==> src/rtl/muldiv_ctrl.sv <==
`default_nettype none
// ============================================================================
//  Module   : muldiv_ctrl
//  Brief    : Multi-cycle shift-add multiplier / restoring divider sequencer
//             producing a {HI, LO} result with one-cycle register enables.
//             Optional macro MULDIV_SIGNED_EN enables signed operation.
//  Revision : 1.0  initial release
// ============================================================================
module muldiv_ctrl #(
    parameter int DATA_WIDTH = 32
) (
    input  logic                      clock_i,
    input  logic                      clear_i,
    input  logic                      start_i,
    input  logic                      op_i,
    input  logic                      is_signed_i,
    input  logic [DATA_WIDTH-1:0]     a_in_i,
    input  logic [DATA_WIDTH-1:0]     b_in_i,
    output logic                      busy_o,
    output logic                      done_o,
    output logic                      hi_en_o,
    output logic                      lo_en_o,
    output logic                      div_by_zero_o,
    output logic [2*DATA_WIDTH-1:0]   result_o
);

    localparam int CW = (DATA_WIDTH > 1) ? $clog2(DATA_WIDTH) : 1;

    localparam logic [2:0] c_IDLE = 3'd0;
    localparam logic [2:0] c_LOAD = 3'd1;
    localparam logic [2:0] c_RUN  = 3'd2;
    localparam logic [2:0] c_FIX  = 3'd3;
    localparam logic [2:0] c_DONE = 3'd4;

    logic [2:0]              state_q, state_d;
    logic                    op_q, op_d;
    logic [DATA_WIDTH-1:0]   a_q, a_d, b_q, b_d;
    logic [DATA_WIDTH-1:0]   mq_q, mq_d;
    logic [DATA_WIDTH-1:0]   opb_q, opb_d;
    logic [DATA_WIDTH:0]     acc_q, acc_d;
    logic [CW-1:0]           cnt_q, cnt_d;
    logic                    busy_q, busy_d, done_q, done_d, dbz_q, dbz_d;
    logic [2*DATA_WIDTH-1:0] result_q, result_d;

    logic                    w_neg_a, w_neg_b, w_b_zero, w_ge;
    logic [DATA_WIDTH-1:0]   w_mag_a, w_mag_b, w_quot_f, w_rem_f;
    logic [DATA_WIDTH:0]     w_sum, w_rem_s, w_diff;
    logic [2*DATA_WIDTH-1:0] w_prod_f, w_fixed;

`ifdef MULDIV_SIGNED_EN
    logic sgn_q, sgn_d;
    assign w_neg_a = sgn_q & a_q[DATA_WIDTH-1];
    assign w_neg_b = sgn_q & b_q[DATA_WIDTH-1];
`else
    logic w_unused_signed;
    assign w_unused_signed = is_signed_i;
    assign w_neg_a         = 1'b0;
    assign w_neg_b         = 1'b0;
`endif

    assign w_mag_a  = w_neg_a ? -a_q : a_q;
    assign w_mag_b  = w_neg_b ? -b_q : b_q;
    assign w_b_zero = (b_q == '0);

    // acc holds the product's upper half (multiply) or partial remainder (divide)
    assign w_sum   = acc_q + (mq_q[0] ? {1'b0, opb_q} : '0);
    assign w_rem_s = {acc_q[DATA_WIDTH-1:0], mq_q[DATA_WIDTH-1]};
    assign w_ge    = (w_rem_s >= {1'b0, opb_q});
    assign w_diff  = w_rem_s - {1'b0, opb_q};

    assign w_quot_f = (w_neg_a ^ w_neg_b) ? -mq_q : mq_q;
    assign w_rem_f  = w_neg_a ? -acc_q[DATA_WIDTH-1:0] : acc_q[DATA_WIDTH-1:0];
    assign w_prod_f = (w_neg_a ^ w_neg_b) ? -{acc_q[DATA_WIDTH-1:0], mq_q}
                                          :  {acc_q[DATA_WIDTH-1:0], mq_q};
    assign w_fixed  = !op_q    ? w_prod_f :
                      w_b_zero ? {a_q, {DATA_WIDTH{1'b1}}} :
                                 {w_rem_f, w_quot_f};

    always_comb begin
        state_d  = state_q;
        op_d     = op_q;
        a_d      = a_q;
        b_d      = b_q;
        mq_d     = mq_q;
        opb_d    = opb_q;
        acc_d    = acc_q;
        cnt_d    = cnt_q;
        result_d = result_q;
`ifdef MULDIV_SIGNED_EN
        sgn_d    = sgn_q;
`endif
        case (state_q)
            c_IDLE: begin
                if (start_i) begin
                    op_d    = op_i;
                    a_d     = a_in_i;
                    b_d     = b_in_i;
`ifdef MULDIV_SIGNED_EN
                    sgn_d   = is_signed_i;
`endif
                    state_d = c_LOAD;
                end
            end
            c_LOAD: begin
                acc_d   = '0;
                mq_d    = op_q ? w_mag_a : w_mag_b;
                opb_d   = op_q ? w_mag_b : w_mag_a;
                cnt_d   = CW'(DATA_WIDTH - 1);
                state_d = c_RUN;
            end
            c_RUN: begin
                if (op_q) begin
                    acc_d = w_ge ? w_diff : w_rem_s;
                    mq_d  = {mq_q[DATA_WIDTH-2:0], w_ge};
                end else begin
                    acc_d = {1'b0, w_sum[DATA_WIDTH:1]};
                    mq_d  = {w_sum[0], mq_q[DATA_WIDTH-1:1]};
                end
                cnt_d = cnt_q - CW'(1);
                if (cnt_q == '0) begin
                    state_d = c_FIX;
                end
            end
            c_FIX: begin
                acc_d   = {1'b0, w_fixed[2*DATA_WIDTH-1:DATA_WIDTH]};
                mq_d    = w_fixed[DATA_WIDTH-1:0];
                state_d = c_DONE;
            end
            c_DONE: begin
                result_d = {acc_q[DATA_WIDTH-1:0], mq_q};
                state_d  = c_IDLE;
            end
            default: state_d = c_IDLE;
        endcase
    end

    // Status flags lag the state by one edge so busy/done line up with the result update
    assign busy_d = (state_q == c_LOAD) || (state_q == c_RUN) || (state_q == c_FIX);
    assign done_d = (state_q == c_DONE);
    assign dbz_d  = (state_q == c_DONE) && op_q && w_b_zero;

    always_ff @(posedge clock_i or negedge clear_i) begin
        if (!clear_i) begin
            state_q  <= c_IDLE;
            op_q     <= 1'b0;
            a_q      <= '0;
            b_q      <= '0;
            mq_q     <= '0;
            opb_q    <= '0;
            acc_q    <= '0;
            cnt_q    <= '0;
            busy_q   <= 1'b0;
            done_q   <= 1'b0;
            dbz_q    <= 1'b0;
            result_q <= '0;
`ifdef MULDIV_SIGNED_EN
            sgn_q    <= 1'b0;
`endif
        end else begin
            state_q  <= state_d;
            op_q     <= op_d;
            a_q      <= a_d;
            b_q      <= b_d;
            mq_q     <= mq_d;
            opb_q    <= opb_d;
            acc_q    <= acc_d;
            cnt_q    <= cnt_d;
            busy_q   <= busy_d;
            done_q   <= done_d;
            dbz_q    <= dbz_d;
            result_q <= result_d;
`ifdef MULDIV_SIGNED_EN
            sgn_q    <= sgn_d;
`endif
        end
    end

    assign busy_o        = busy_q;
    assign done_o        = done_q;
    assign hi_en_o       = done_q;
    assign lo_en_o       = done_q;
    assign div_by_zero_o = dbz_q;
    assign result_o      = result_q;

endmodule
`default_nettype wire

==> config.mk <==
export PLATFORM = sky130hd
export DESIGN_NAME = muldiv_ctrl
export DESIGN_NICKNAME = d
export VERILOG_FILES = /design/src/rtl/muldiv_ctrl.sv
export SDC_FILE = /design/constraint.sdc
export NUM_CORES = 1
export LEC_CHECK = 0
export BUFFER_PORTS_ARGS = -buffer_cell sky130_fd_sc_hd__buf_2
export CAP_MARGIN = 20
export CORE_AREA = 5 5 187 189
export DETAILED_ROUTE_END_ITERATION = 12
export DIE_AREA = 0 0 192 194
export PLACE_DENSITY = 0.71
export SYNTH_ARGS = -nofsm -noshare
export SYNTH_HDL_FRONTEND = slang
export SYNTH_SLANG_ARGS = --single-unit
export TNS_END_PERCENT = 50
==> constraint.sdc <==
create_clock -name clock_i -period 3.2 [get_ports clock_i]
set_clock_uncertainty 0.1 [all_clocks]
set_input_delay 0.16 -clock clock_i [delete_from_list [all_inputs] [get_ports clock_i]]
set_output_delay 0.16 -clock clock_i [all_outputs]
set_load 0.03 [all_outputs]
-- Yosys cells after proc, flatten, opt, wreduce, memory -nomap -nowiden
Index checks and enable logic that the tools add are counted.
- bits of input ports: 69
- logic and storage cells: 51
- register bits after elaboration: 237
- output and inout bits: 69
- add/subtract/negate cells: 3
- reductions and logical operators: 12
- eq/ne operators: 8
- mux-type cells: 14
- $lt $le $gt $ge: 1
- operators by type and width (operator ; count):
    32-bit 2-to-1 mux ; 4
    64-bit 2-to-1 mux ; 2
    33-bit one-hot mux with 3 select lines ; 1
    32-bit one-hot mux with 3 select lines ; 1
    33-bit 2-to-1 mux ; 2
    33-bit by 32-bit adder with 33-bit output ; 1
    33-bit by 32-bit >= comparator with 1-bit output ; 1
    33-bit by 32-bit subtractor with 33-bit output ; 1
    32-bit logical NOT ; 1
    3-bit one-hot mux with 4 select lines ; 1
    5-bit one-hot mux with 2 select lines ; 1
    2-bit inequality test (second input constant) ; 4
    3-bit by 2-bit equality test with 1-bit output (second input constant) ; 2
    3-bit 2-to-1 mux ; 2
    5-bit logical NOT ; 1
    5-bit by 1-bit subtractor with 5-bit output (second input constant) ; 1
    2-bit AND reduction ; 2
    3-bit by 1-bit equality test with 1-bit output (second input constant) ; 1
    3-bit equality test (second input constant) ; 1
    3-bit logical NOT ; 1
    3-bit AND reduction ; 1
    3-bit nonzero test ; 1
    1-bit logical AND ; 2
    1-bit logical OR ; 2
    2-bit nonzero test ; 1

-- Longest topological paths before layout
Gate-level depths: netlist of the first run.
- depth after elaboration: 4
- mapped depth: 14
- depth with buffers taken out: 13

-- Worst setup path before layout of the first run
No wires, ideal clock.
- path type: register -> register
- from: register mq_q[0]
- to: register acc_q[26]
- slack: -0.179 ns
- required time: 3.005 ns
- buffers on the path: 1
- library setup time: 0.095 ns
- stages on the path, launching flop included: 14
- clock period less this slack: 3.379 ns
- arrival: 3.184 ns
- cell sequence: dfrtp_1 -> clkbuf_1 -> nand2_1 -> inv_1 -> ha_1 -> a211oi_1 -> o21bai_1 -> a2111oi_2 -> o31ai_2 -> a211oi_2 -> o21ai_1 -> a31oi_1 -> mux2_2 -> o31ai_1
- longest elaborated chain between the ends: 4
- ends and longest elaborated chain (item ; line ; RTL):
    start, declared ; 38 ; logic [DATA_WIDTH-1:0] mq_q, mq_d;
    start signal, assigned ; 164 ; mq_q <= mq_d;
    32-bit 2-to-1 mux ; 66 ; assign w_sum = acc_q + (mq_q[0] ? {1'b0, opb_q} : '0);
    33-bit by 32-bit adder with 33-bit output ; 66 ;
    33-bit 2-to-1 mux ; 112 ; if (op_q) begin
    33-bit one-hot mux with 3 select lines ; 92 ; case (state_q)
    end signal, assigned ; 150 ; acc_q <= '0;
    end signal, assigned ; 166 ; acc_q <= acc_d;
    end, declared ; 40 ; logic [DATA_WIDTH:0] acc_q, acc_d;
No other way between the ends.
A chain may end at the register's enable or synchronous reset.

-- Final worst setup path of the first run
Ends and elaborated chain as after synthesis.

==> impl_results.md, run 1 <==
* Status: finished, final reports clean
* Async SR Flop Fraction at 100%
* CTS clk-pin slew, worst paths at 60 ps
* Drc violations at 0
* Commonest non-fill, non-tap cell in the layout: dfrtp_1
* Yosys cell types at 69
* Vias in the first global route at 13200
* # clock sinks at 237
* Crit path DAT at 3540 ps
* Crit end category: flip-flop
* Slew margin rel. at 35.0%
* # nets final at 1942
* Tot GR Track Use at 24.3%
* Synth Register Bits at 237
* Placeable Area at 0.0331 mm^2
* CP max-delay cell: dfrtp_2
* Vias per cell at 5.73
* RSZ-0062 raised after global routing: true
* CP Cell Sequence: buf_6, and2_1, ha_4, a211oi_2, nor2_1, a2111oi_4, o31ai_4, a211oi_4, o21ai_2, a31oi_1, mux2_2, o31ai_1
* Post-synthesis sequential area ratio at 40.6%
* Hpwl dp at 32700 um
* Top_reg_cell synth: dfrtp_1
* Number of enable flip-flop cells after synthesis at 0
* Antenna-violating nets left at 0
* Most frequent cells in the layout: dfrtp_1 (235), buf_4 (178), buf_2 (135), mux2_2 (130), a21oi_1 (111)
* Class of the most critical setup path: reg2reg
* Final setup margin at 4.09 ps
* Routability congestion estimate at 0.994
* Syn Std Cell Area at 0.0146 mm^2
* Global-route wire length before repair at 73700 um
* FMAX at 313 MHz
* Period utilisation layout at 99.9%
* Largest stage delay, worst path at 460 ps
* FF+latch area at 0.00594 mm^2
* Crit path from: mq_q[0]
* Pwr Density at 1210 mW/mm^2
* CTS buffer count at 26
* Initial antenna violation count at 0
* Average size of a mapped cell at 9.91 um^2
* Fin crit period at 3200 ps
* Fraction of layout cells with a size suffix above 1 at 32.5%
* Antenna Cells at 0
* Max-capacitance violation count at 0
* Yosys warns at 0
* R2R setup slack at 4 ps
* Area grow syn2layout at 31.3%
* Clk_lat worst skew at 540 ps
* Chip height at 194 um
* Pre-antenna DRT Iters at 5
* Die W at 192 um
* Largest net degree at the start of global routing at 137
* FF-to-FF End: acc_q[26]
* GR Overflow Total at 0
* CP startpoint kind: flip-flop
* Port buffer count at 136
* Clock tree buffer depth at 3
* WL final at 46300 um
* CTS Root Cell: clkbuf_16
* Post-Place Setup Slack at -203 ps
* FP Rows at 67
* Initial Util at 44.2%
* Min-Delay Path Class: in2async
* CP Data Required Time at 3540 ps
* Worst vdd ir at 0.000767 V
* Reg2reg start: mq_q[0]
* Slew Limit Fails at 0
* Lkg Pwr at 9.15 nW
* Syn nets at 1612
* Final Hold Fails at 0
* Via Count at 13000
* H-tree Lvls at 1
* Slew at the pin closest to its max-slew limit at 972 ps
* CTS tree: yes
* DRT iter0 DRCs at 1166
* Fill count at 2741
* Area of the multi-input gates at 0.00871 mm^2
* Worst hold slack at 175 ps
* Wire length per cell at 20.4 um
* IO Count at 138
* Finish-stage setup viols at 0
* Post-Syn Instances at 1475
* Total Die Area at 0.0372 mm^2
* CP max FO at 6
* End of the critical path: acc_q[26]
* FF-to-FF path depth at 12
==> critical path, delay by kind of cell (launching register included) <==
| family | cells | cell delay [ps] |
|---|---|---|
| AND/OR/NAND/NOR | 2 | 270 |
| AO/OA/AOI/OAI | 7 | 1520 |
| multiplexers | 1 | 350 |
| flip-flops | 1 | 460 |
| buffers and inverters | 1 | 150 |
| adder cells (fa/ha/maj) | 1 | 230 |
==> through the flow <==
step / instances / area (um^2) / power (W) / TNS (ps) / utilization, %
3_5_place_dp: 2147 / 17000 / 0.0188 / -1220 / 51.3
5_1_grt: 2270 / 19200 / 0.0246 / -997 / 58.0
2_1_floorplan: 1475 / 14700 / 0.0140 / -4.26 / -
4_1_cts: 2266 / 18900 / 0.0225 / -91.6 / 57.1
3_3_place_gp: 2147 / 17000 / 0.0185 / -635 / 51.3
6_report: 2270 / 19200 / 0.0232 / 0 / 58.0
==> worst min-delay path by stage <==
stage,depth (start not counted),endpoint
finish,2,result_o[28]
global route,2,result_o[28]
CTS,2,result_o[30]
detailed placement,1,result_o[30]
global placement,1,result_o[28]
floorplan,0,a_q[0]
==> final cells by class <==
class / instances / share of cell area [%]
inverter: 65 / 1.27
clock inverter: 6 / 0.430
timing repair buffer: 392 / 15.0
tap: 448 / 2.92
sequential: 237 / 30.9
clock buffer: 39 / 4.07
multi-input combinational: 1083 / 45.4
==> power by group <==
part	switching [W]	internal (W)	leakage [nW]
Clock	0.00122	0.00183	0.423
Combinational	0.00785	0.00649	5.83
Sequential	0.00135	0.00443	2.89
==> cells by family (layout without fill, tap and decap cells) <==
group / Yosys count / after routing / share of synthesized area [%]
and+or+nand+nor: 334 / 334 / 11.1
buffers and inverters: 155 / 502 / 4.10
AOI/OAI and AO/OA: 399 / 399 / 18.3
xor gates and xnor gates: 52 / 52 / 3.11
DFF: 237 / 237 / 40.6
adders and majority gates: 68 / 68 / 5.92
muxes: 230 / 230 / 16.9
==> synth_stat cells, types with 8 or more instances <==
| master | n | area (um^2) |
|---|---|---|
| o21ai_0 | 66 | 330 |
| inv_1 | 63 | 236 |
| a221oi_1 | 33 | 289 |
| clkbuf_1 | 76 | 285 |
| a21o_1 | 63 | 473 |
| mux2_2 | 130 | 1460 |
| nand3_1 | 24 | 120 |
| mux2i_1 | 98 | 981 |
| a21oi_1 | 118 | 591 |
| xor2_1 | 22 | 193 |
| nor2_1 | 102 | 383 |
| nand4_1 | 15 | 93.8 |
| dfrtp_1 | 237 | 5930 |
| xnor2_1 | 30 | 263 |
| and2_1 | 40 | 250 |
| o31a_1 | 8 | 70.1 |
| nor2b_1 | 10 | 62.6 |
| a211o_1 | 9 | 78.8 |
| a31oi_1 | 12 | 75.1 |
| a211oi_1 | 19 | 143 |
| ha_1 | 66 | 826 |
| nand2_1 | 75 | 282 |
| nor3_1 | 19 | 95.1 |
| o211ai_1 | 9 | 67.6 |
| nor4_1 | 12 | 75.1 |
| nand2b_1 | 9 | 56.3 |
| o21bai_1 | 9 | 67.6 |
==> flip-flops by register name, indices dropped and copies added, names as in the netlist, 3 cells and up <==
signal and count:
opb_q 32, b_q 32, result_o 64, a_q 32, mq_q 32, state_q 3, cnt_q 5, acc_q 33
==> routing by layer <==
layer | GRT usage, % | wire length (um) | share of wire [%]
met1 | 36.2 | 20900 | 45
met2 | 38.0 | 20800 | 45
met3 | 3.67 | 3730 | 8.0
met4 | 4.17 | 855 | 1.8
met5 | 0 | 0 | 0
==> what timing repair did <==
action	in CTS	in global routing
hold buffers	67	0
gates resized for setup	44	49
setup buffers	7	4
hold endpoints to repair	168	0
endpoints found under the setup margin	20	32
pin swaps	13	28
Power figures use the tool's default switching activity.
==> inputs of run 2 (changes only) <==
--- a/config.mk
+++ b/config.mk
@@ -8,6 +8,7 @@
 export BUFFER_PORTS_ARGS = -buffer_cell sky130_fd_sc_hd__buf_2
 export CAP_MARGIN = 20
 export CORE_AREA = 5 5 187 189
+export CTS_BUF_LIST = sky130_fd_sc_hd__clkbuf_8
 export DETAILED_ROUTE_END_ITERATION = 12
 export DIE_AREA = 0 0 192 194
 export PLACE_DENSITY = 0.71
==> impl_results.md, run 2 (synthesis results as in run 1) <==
* Int Pwr at 0.0124 W (was 0.0127 W)
* Most frequent cells in the layout: dfrtp_1 (235), buf_4 (178), buf_2 (135), mux2_2 (130), a21oi_1 (109) (was dfrtp_1 (235), buf_4 (178), buf_2 (135), mux2_2 (130), a21oi_1 (111))
* Drc violations at 0 (unchanged)
* Non-Filler Instances at 2302 (was 2270)
* Slew at the pin closest to its max-slew limit at 965 ps (was 972 ps)
* FMAX at 307 MHz (was 313 MHz)
* Commonest non-fill, non-tap cell in the layout: dfrtp_1 (unchanged)
* CTS buffer count at 41 (was 26)
* Placed insts at 2147 (unchanged)
* Fin crit period at 3260 ps (was 3200 ps)
* Vias per cell at 5.71 (was 5.73)
* FF+latch area at 0.00594 mm^2 (unchanged)
* Initial Util at 44.2% (unchanged)
* CP startpoint kind: flip-flop (unchanged)
* Antenna-violating nets left at 0 (unchanged)
* Clock tree buffer depth at 3 (unchanged)
* Hpwl dp at 32700 um (unchanged)
* Port buffer count at 136 (unchanged)
* Placeable Area at 0.0331 mm^2 (unchanged)
* # nets final at 1959 (was 1942)
* WL final at 46900 um (was 46300 um)
* Worst hold slack at 151 ps (was 175 ps)
* Seq pwr share at 25.2% (was 24.9%)
* Vias in the first global route at 13200 (about the same)
* Switch share at 46.0% (was 45.0%)
* Area grow syn2layout at 31.4% (was 31.3%)
* Fraction of layout cells with a size suffix above 1 at 33.4% (was 32.5%)
* Worst vdd ir at 0.000655 V (was 0.000767 V)
* IO Count at 138 (unchanged)
* CP max FO at 4 (was 6)
* CTS Root Cell: clkbuf_8 (was clkbuf_16)
* FF-to-FF path depth at 12 (unchanged)
* Largest stage delay, worst path at 460 ps (about the same)
* Wire length per cell at 20.4 um (about the same)
* Total Die Area at 0.0372 mm^2 (unchanged)
* # clock sinks at 237 (unchanged)
* CP max-delay cell: a2111oi_4 (was dfrtp_2)
* Largest register FFs at 64 (unchanged)
* CP Data Required Time at 3570 ps (was 3540 ps)
* Crit path DAT at 3620 ps (was 3540 ps)
* Final Hold Fails at 0 (unchanged)
* Fill count at 2771 (was 2741)
* Slew Limit Fails at 0 (unchanged)
* GR Overflow Total at 0 (unchanged)
* Failing checks: setup timing
* Finish-stage setup viols at 1 (was 0)
* Die W at 192 um (unchanged)
* Crit end category: flip-flop (unchanged)
* Period utilisation layout at 102% (was 99.9%)
* CTS clk-pin slew, worst paths at 70 ps (was 60 ps)
* Fin util at 58.0% (about the same)
* Final instance area at 0.0192 mm^2 (about the same)
* Via Count at 13200 (was 13000)
* Chip height at 194 um (unchanged)
* Routability congestion estimate at 0.994 (unchanged)
* DRT iter0 DRCs at 1270 (was 1166)
* Tot GR Track Use at 24.4% (was 24.3%)
* FP Rows at 67 (unchanged)
* Critical path's top delay family: compound AO/OA/AOI/OAI gates (unchanged)
* CP Cell Sequence: buf_6, and2_4, ha_4, a211oi_4, o21bai_2, a2111oi_4, o31ai_4, a211oi_2, o21ai_2, a31oi_1, mux2_2, o31ai_1 (was buf_6, and2_1, ha_4, a211oi_2, nor2_1, a2111oi_4, o31ai_4, a211oi_4, o21ai_2, a31oi_1, mux2_2, o31ai_1)
* Min-Delay Path Class: in2async (unchanged)
* R2R setup slack at -60 ps (was 4 ps)
* Initial antenna violation count at 1 (was 0)
* CTS tree: yes (unchanged)
* Reg2reg start: opb_q[0] (was mq_q[0])
* Total Power at 0.0230 W (was 0.0232 W)
* Placed Area at 0.0170 mm^2 (unchanged)
* Class of the most critical setup path: reg2reg (unchanged)
* FF-to-FF End: acc_q[26] (unchanged)
* Worst path bufs/invs at 1 (unchanged)
* H-tree Lvls at 2 (was 1)
* Final setup margin at -57.3 ps (was 4.09 ps)
* Clk_lat worst skew at 560 ps (was 540 ps)
* Status: complete, but fails checks (was finished, final reports clean)
* Pre-antenna DRT Iters at 5 (unchanged)
* Slew margin rel. at 35.4% (was 35.0%)
* Largest net degree at the start of global routing at 137 (unchanged)
* Net Switching at 0.0106 W (was 0.0104 W)
* Clock power frac at 12.3% (was 13.2%)
* Max-capacitance violation count at 0 (unchanged)
* Logic gate share of total power at 62.6% (was 61.9%)
* Lkg Pwr at 9.23 nW (was 9.15 nW)
* RSZ-0062 raised after global routing: true (unchanged)
* Area of the multi-input gates at 0.00872 mm^2 (was 0.00871 mm^2)
* Pwr Density at 1200 mW/mm^2 (was 1210 mW/mm^2)
* Global-route wire length before repair at 73900 um (was 73700 um)
==> run 2: layout make-up <==
type                    count  share of cell area (%)
diodes                      1                  0.0130
well taps                 448                    2.92
repair buffers            394                    15.1
inverters                  65                    1.27
clock inverters            21                   0.599
multi-input cells        1083                    45.4
clock buffers              53                    3.80
flip-flops and latches    237                    30.9
==> run 2: stage by stage <==
step	TNS [ps]	setup WS (ps)
after detailed placement	-1220	-203
after global routing	-789	-162
after global placement	-635	-139
after floorplan	-4.26	-4.26
final	-57.3	-57.3
after CTS	-155	-57.8
==> run 2: worst max-delay path by stage <==
stage,start,end,depth (start not counted)
6_report,opb_q[0],acc_q[26],12
5_1_grt,opb_q[0],acc_q[26],12
4_1_cts,opb_q[1],acc_q[26],13
3_5_place_dp,mq_q[31],acc_q[30],14
3_3_place_gp,mq_q[0],acc_q[11],13
2_1_floorplan,mq_q[0],acc_q[26],13
==> run 2: power by group through the flow <==
stage	Clock [W]	Sequential, W	Combinational [W]
floorplan	0	0.00606	0.00795
global placement	0	0.00571	0.0128
detailed placement	0	0.00576	0.0130
CTS	0.00285	0.00571	0.0135
global route	0.00300	0.00595	0.0155
finish	0.00282	0.00578	0.0144
==> run 2: layer usage <==
layer	up-vias	GRT usage, %	wire length, um
met5	-	0	0
met4	0	4.89	1020
met3	82	3.37	3590
met2	583	38.1	21100
met1	6412	36.4	21100
li1	6075	-	-
==> run 2: timing repair <==
| action | CTS | global route |
|---|---|---|
| endpoints found under the setup margin | 21 | 31 |
| setup buffers | 5 | 8 |
| pin swaps | 12 | 40 |
| gates cloned | 0 | 0 |
| resized for setup | 28 | 77 |
| hold endpoints to repair | 168 | 0 |
| hold buffers | 67 | 0 |
